## src/rtl/led_fader.sv

```systemverilog
// rtl/led_fader.sv - PWM LED driver where each channel snaps to full brightness and decays linearly
// Levels reload on a lit pattern bit, then lose one step per prescaler tick down to zero.
module led_fader #(
    parameter int PWM_BITS  = 8,
    parameter int DECAY_DIV = 65536,
    parameter int CHANNELS  = 4
) (
    input  logic                clk,
    input  logic                rst,
    input  logic [CHANNELS-1:0] pattern,
    output logic [CHANNELS-1:0] led_out,
    output logic                active
);
    localparam int                  PS_W    = (DECAY_DIV > 1) ? $clog2(DECAY_DIV) : 1;
    localparam logic [PWM_BITS-1:0] LVL_MAX = {PWM_BITS{1'b1}};
    localparam logic [PS_W-1:0]     PS_LAST = PS_W'(DECAY_DIV - 1);

    logic [PWM_BITS-1:0]               r_pwm_cnt;
    logic [PS_W-1:0]                   r_prescaler;
    logic [CHANNELS-1:0][PWM_BITS-1:0] r_level;
    logic [CHANNELS-1:0]               r_led_out;
    logic                              r_active;

    logic                              w_tick;
    logic [CHANNELS-1:0][PWM_BITS-1:0] w_level_nxt;
    logic [CHANNELS-1:0]               w_led_nxt;
    logic                              w_any_lit;

    assign w_tick = (r_prescaler == PS_LAST);

    // A high pattern bit outranks a coincident decay tick; decay saturates at zero.
    always_comb begin
        w_level_nxt = r_level;
        w_led_nxt   = '0;
        w_any_lit   = 1'b0;
        for (int i = 0; i < CHANNELS; i++) begin
            if (pattern[i]) begin
                w_level_nxt[i] = LVL_MAX;
            end else if (w_tick && (r_level[i] != '0)) begin
                w_level_nxt[i] = r_level[i] - 1'b1;
            end
            w_led_nxt[i] = (r_pwm_cnt < r_level[i]);
            if (r_level[i] != '0) begin
                w_any_lit = 1'b1;
            end
        end
    end

    always_ff @(posedge clk) begin
        if (rst) begin
            r_pwm_cnt   <= '0;
            r_prescaler <= '0;
            r_level     <= '0;
            r_led_out   <= '0;
            r_active    <= 1'b0;
        end else begin
            r_pwm_cnt   <= r_pwm_cnt + 1'b1;
            r_prescaler <= w_tick ? '0 : r_prescaler + 1'b1;
            r_level     <= w_level_nxt;
            r_led_out   <= w_led_nxt;
            r_active    <= w_any_lit;
        end
    end

    assign led_out = r_led_out;
    assign active  = r_active;

endmodule
```

## config.mk

```make
export PLATFORM = sky130hd
export DESIGN_NAME = led_fader
export DESIGN_NICKNAME = d
export VERILOG_FILES = /design/src/rtl/led_fader.sv
export SDC_FILE = /design/constraint.sdc
export NUM_CORES = 1
export LEC_CHECK = 0
export ABC_AREA = 1
export CAP_MARGIN = 30
export CORE_ASPECT_RATIO = 0.8
export CORE_MARGIN = 2
export CORE_UTILIZATION = 40
export CTS_BUF_LIST = sky130_fd_sc_hd__clkbuf_4 sky130_fd_sc_hd__clkbuf_8
export CTS_CLUSTER_SIZE = 40
export DETAILED_ROUTE_END_ITERATION = 8
export PLACE_DENSITY = 0.6
export SLEW_MARGIN = 10
export SYNTH_ARGS = -nofsm -noshare
export SYNTH_HDL_FRONTEND = slang
export SYNTH_SLANG_ARGS = --single-unit
export TNS_END_PERCENT = 100
```

## constraint.sdc

```tcl
create_clock -name clk -period 2.7 [get_ports clk]
set_input_delay 0.405 -clock clk [delete_from_list [all_inputs] [get_ports clk]]
set_output_delay 0.405 -clock clk [all_outputs]
set_load 0.05 [all_outputs]
```

==> out/qor.txt, run 1 <==
Die W = 113 um
GR Util All Layers = 17.9%
Cell depth of the worst setup path = 1
Status = finished with violations
ANT nets after route = 0
Clk sink count = 61
Crit path buffers/inverters = 1
CP startpoint kind = flop
GPL Wtd Cong = 0.831
Chip Height = 91.3 um
Global route overflow = 0
Post CTS Setup Buffer Count = 0
Placed cell count = 674
Number of synthesis warnings = 0
IO Count = 11
CTS Root Cell = clkbuf_8
Slew margin rel. = 66.5%
Core Rows = 31
First-pass detailed-route iteration total = 6
Area grow syn2layout = 11.5%
Core box area = 9150 um^2
Filler Cell Count = 931
Routed len/inst = 12.1 um
DR DRC count = 3
Fin crit share = 69.8%
Fin cells = 690
Initial DRC count = 150
Max VDD drop = 0.000314 V
Top cells by area, synth = dfxtp_1 (32%), nand2_1 (14%), ha_1 (12%)
TritonCTS buffer count = 9
Vias = 3487
CP Max Fanout = 1
Worst-path clk slew = 70 ps
Worst Skew = 8.73 ps
First-pass GRT wire length = 15000 um
CP max-delay cell = clkdlybuf4s50_1
Later-pin clock latency in the skew report = 350 ps
CTS resizes = 0
Final Worst Setup Slack = 816 ps
Seq/Total Area, Yosys = 32.0%
Die footprint = 10300 um^2
Cells along the critical path = clkdlybuf4s50_1
Worst setup EP type = output pin
Worst slack at placement = 894 ps
Area share of the largest cell type after synthesis = 32.0%
Synth cell count leaders = nand2_1 (138), nand3_1 (80), nor2_1 (63)
Buffers on Ports = 10
Critical path's largest stage delay = 800 ps
Setup CP Type = flop to output pin
PwrDens = 550 nW/um^2
Synth Instances = 558
Yosys top cell by area = dfxtp_1
Final max-slew violation count = 0
Worst Tran Pin Value = 501 ps
Initial antenna violation count = 0
Synth Area per Inst = 6.83 um^2
Most common flop cell mapped by yosys = dfxtp_1
Hold Vio Cnt, Final = 0
Arr. time, crit path = 1480 ps
CTS tree = done
Worst r2r path cells = 9
Leakage = 1.92 nW
Net count after synthesis = 600
Synthesized cell area = 3810 um^2
Post-synth EDFFs = 0
Min Tclk post-route = 1880 ps
Synth unique cells = 30
Hold slack = 441 ps
H-tree depth = 3
Flops & latches, synth = 61
Maxcap violations = 0
Initial Utilization = 41.6%
Failing checks = design-rule violations
Worst endpoint required time = 2300 ps
Setup TNS = 0 ps
Final wirelength = 8350 um
Layout cell share with drive strength beyond 1 = 6.78%
FMAX = 531 MHz
CTS Hold Bufs = 0
Top-count cell post-synth = nand2_1
Final Setup Violations = 0
Clock Path Buffers = 2
Worst Hold Class = flop to flop
Unrepaired setup endpoints after global routing = no
Via count of the first global-routing pass = 3327
Share of flip-flops with an asynchronous set or reset = 0%
Final Net Count = 612
Via-to-Cell Ratio = 5.05
Pin count of the biggest net entering global routing = 36
Kind of cell adding the most delay to the critical path = buffers and inverters
Diodes inserted = 0
Worst Hold Depth = 1
Dpl hpwl = 6020 um
-- cells in the final DEF (no fill, tap or decap), drive strengths merged --
cell	synthesis	final
a211oi	4	4
a21oi	48	48
and3	1	1
buf	1	1
bufinv	0	1
clkbuf	9	13
clkdlybuf4s50	0	10
clkinv	4	5
clkinvlp	0	1
dfxtp	61	61
ha	36	36
inv	54	54
nand2	149	149
nand3	80	80
nand3b	1	1
nand4	9	9
nor2	67	67
nor3	6	6
nor3b	1	1
o21a	1	1
o21ai	11	11
o21bai	1	1
or2	5	5
xnor2	3	3
xor2	6	6
-- path summary, 6_finish.rpt --
kind	from	slack, ps	to
setup / recovery	active	820	active
setup reg to reg	r_prescaler[0]	1030	r_level[15]
hold reg to reg	r_prescaler[0]	440	r_prescaler[0]
hold / removal	r_prescaler[0]	440	r_prescaler[0]
-- cells by family (layout without fill, tap and decap cells) --
logic type / Yosys count / in the layout / synth area share, %
AO/OA/AOI/OAI: 65 / 65 / 8.93
XOR/XNOR: 9 / 9 / 2.07
adder cells (fa/ha/maj): 36 / 36 / 11.8
buffers and inverters: 68 / 85 / 6.80
flip-flops: 61 / 61 / 32.0
AND/OR/NAND/NOR: 319 / 319 / 38.3
-- per-layer routing --
| layer | routed length (um) | vias to the layer above | GRT usage, % |
|---|---|---|---|
| met2 | 3620 | 54 | 27.3 |
| met1 | 4370 | 1574 | 23.8 |
| li1 | - | 1855 | - |
| met4 | 53 | 0 | 5.28 |
| met3 | 301 | 4 | 6.07 |
| met5 | 0 | - | 0 |
-- stage by stage --
stage | total power [mW] | cell area, um^2 | util, %
after detailed placement | 1.48 | 4030 | 44.1
after global placement | 1.47 | 4030 | 44.1
final | 2.34 | 4250 | 46.4
after floorplan | 1.37 | 3810 | -
after global routing | 2.51 | 4250 | 46.4
after CTS | 2.37 | 4250 | 46.4
-- flip-flops by register name, summed over array words and instances (netlist names) --
signal / flops
active: 1
led_out: 4
r_level: 32
r_pwm_cnt: 8
r_prescaler: 16
-- final cells by class --
class	count	area [um^2]	share of cell area, %
well taps	115	144	3.39
clock inverters	3	42.5	1.00
inverters	58	218	5.12
repair buffers	11	120	2.83
multi-input cells	429	2330	54.9
clock buffers	13	173	4.06
flip-flops and latches	61	1220	28.7
-- report_power, final --
group	switching, mW	internal (mW)	total (mW)
Clock	0.369	0.511	0.879
Sequential	0.0510	0.955	1.01
Combinational	0.286	0.166	0.452
(Power assumes the default switching activity.)
==> run 2, diff against run 1 <==
Clock period 2.7 ns to 2 ns, I/O delays scaled along.
==> out/qor.txt, run 2 (same netlist as run 1, synthesis figures left out) <==
Hold EP = r_prescaler[0]
ANT nets after route = 0 (unchanged)
Dpl hpwl = 6100 um (+1.4%)
Layout cell share with drive strength beyond 1 = 7.11% (+0.32 points)
Arr. time, crit path = 1470 ps (about the same)
Hold Vio Cnt, Final = 0 (unchanged)
PwrDens = 702 nW/um^2 (+28%)
Via-to-Cell Ratio = 5.08 (+0.60%)
Failing checks = design-rule violations
Worst r2r path cells = 9 (unchanged)
CP max-delay cell = clkdlybuf4s50_1
Final core occ = 46.0% (-0.38 points)
First-pass GRT wire length = 14400 um (-4.2%)
First-pass detailed-route iteration total = 7 (+1)
Critical path's largest stage delay = 800 ps (about the same)
Biggest register = r_level
Worst setup EP type = output pin
Buffers on Ports = 10 (unchanged)
Unrepaired setup endpoints after global routing = no
CP Max Fanout = 1 (unchanged)
Commonest non-fill, non-tap cell in the layout = nand2_1
Top flop regs = r_level x32, r_prescaler x16, r_pwm_cnt x8
CTS tree = done
Global route overflow = 0 (unchanged)
FMAX = 566 MHz
Initial antenna violation count = 0 (unchanged)
GPL Wtd Cong = 0.823 (-0.91%)
Die W = 113 um (unchanged)
Worst Skew = 8.03 ps (-0.694 ps)
CP startpoint kind = flop
Worst endpoint required time = 1700 ps (-600 ps)
Slew margin rel. = 66.8% (+0.24 points)
Maxcap violations = 0 (unchanged)
Vias = 3518 (+0.89%)
Final Setup Violations = 0 (unchanged)
Final wirelength = 8280 um (-0.86%)
Worst-path clk slew = 60 ps (about the same)
Final Net Count = 615 (+0.49%)
Clock Path Buffers = 2 (unchanged)
Final Cell Area = 4210 um^2 (-0.82%)
Max VDD drop = 0.000409 V (+30%)
RR Endpoint = r_level[18]
Crit path buffers/inverters = 1 (unchanged)
Die footprint = 10300 um^2 (unchanged)
CTS Root Cell = clkbuf_8
IO Count = 11 (unchanged)
Routed len/inst = 12.0 um (-1.1%)
Initial Utilization = 41.6% (unchanged)
Setup TNS = 0 ps (unchanged)
Final max-slew violation count = 0 (unchanged)
Largest register FFs = 32 (unchanged)
Diodes inserted = 0 (unchanged)
Fin crit share = 88.3%
H-tree depth = 3 (unchanged)
GR Util All Layers = 17.1% (-0.80 points)
Later-pin clock latency in the skew report = 350 ps (about the same)
Setup slack, reg-to-reg = 370 ps (-660 ps)
Pin count of the biggest net entering global routing = 26 (-28%)
Initial DRC count = 161 (+7.3%)
Cell depth of the worst setup path = 1 (unchanged)
Worst Hold Class = flop to flop
Worst r2r src = r_level[16]
Worst Hold Depth = 1 (unchanged)
Cells along the critical path = clkdlybuf4s50_1
Post CTS Setup Buffer Count = 0 (unchanged)
Via count of the first global-routing pass = 3074 (-7.6%)
TritonCTS buffer count = 9 (unchanged)
Min Tclk post-route = 1770 ps
Core box area = 9150 um^2 (unchanged)
Chip Height = 91.3 um (unchanged)
CTS resizes = 0 (unchanged)
Setup CP Type = flop to output pin
Core Rows = 31 (unchanged)
Status = finished with violations
Leakage = 1.91 nW (-0.32%)
Worst Tran Pin Value = 495 ps (-5.12 ps)
Clk sink count = 61 (unchanged)
Hold wc startpoint = r_prescaler[0]
CTS Hold Bufs = 0 (unchanged)
Most frequent cells in the layout = nand2_1 (138), nand3_1 (80), nor2_1 (63)
Pwr Total = 2.96 mW (+27%)
Area after DPL = 4040 um^2 (+0.25%)
Kind of cell adding the most delay to the critical path = buffers and inverters
DR DRC count = 3 (unchanged)
Area grow syn2layout = 10.6%
run 2: power by group:
part / leakage, nW / switching (mW) / total (mW) / internal (mW)
clock: 0.0935 / 0.473 / 0.987 / 0.514
combinational: 1.32 / 0.388 / 0.614 / 0.226
sequential: 0.502 / 0.0675 / 1.36 / 1.29
total: 1.91 / 0.928 / 2.96 / 2.03
run 2: worst max-delay path by stage:
| stage | end | startpoint | slack [ps] |
|---|---|---|---|
| after floorplan | r_prescaler[5] | r_prescaler[0] | 560 |
| after global placement | r_level[13] | pattern[1] | 330 |
| after detailed placement | r_level[26] | pattern[3] | 300 |
| after CTS | active | active | 200 |
| after global routing | led_out[3] | led_out[3] | 180 |
| final | led_out[3] | led_out[3] | 230 |
run 2: final cells by class:
class                      instances  area, um^2
clock buffer                      13         160
clock inverter                     2        10.0
fill                             939        4940
inverter                          58         218
multi-input combinational        429        2330
sequential                        61        1220
tap                              115         144
timing repair buffer              14         130
run 2: metrics by stage:
| step | cells | hold WS, ps | worst slack [ps] |
|---|---|---|---|
| after CTS | 692 | 455 | 204 |
| after detailed placement | 677 | 447 | 302 |
| after global placement | 677 | 432 | 329 |
| after floorplan | 558 | 417 | 565 |
| final | 692 | 455 | 234 |
| after global routing | 692 | 462 | 180 |
run 2: layer usage:
metal	vias to the layer above	share of wire (%)	track usage [%]
met4	0	0.75	3.66
met2	53	42	25.5
met1	1587	53	24.0
met5	-	0	0
met3	7	3.9	5.41
li1	1871	-	-
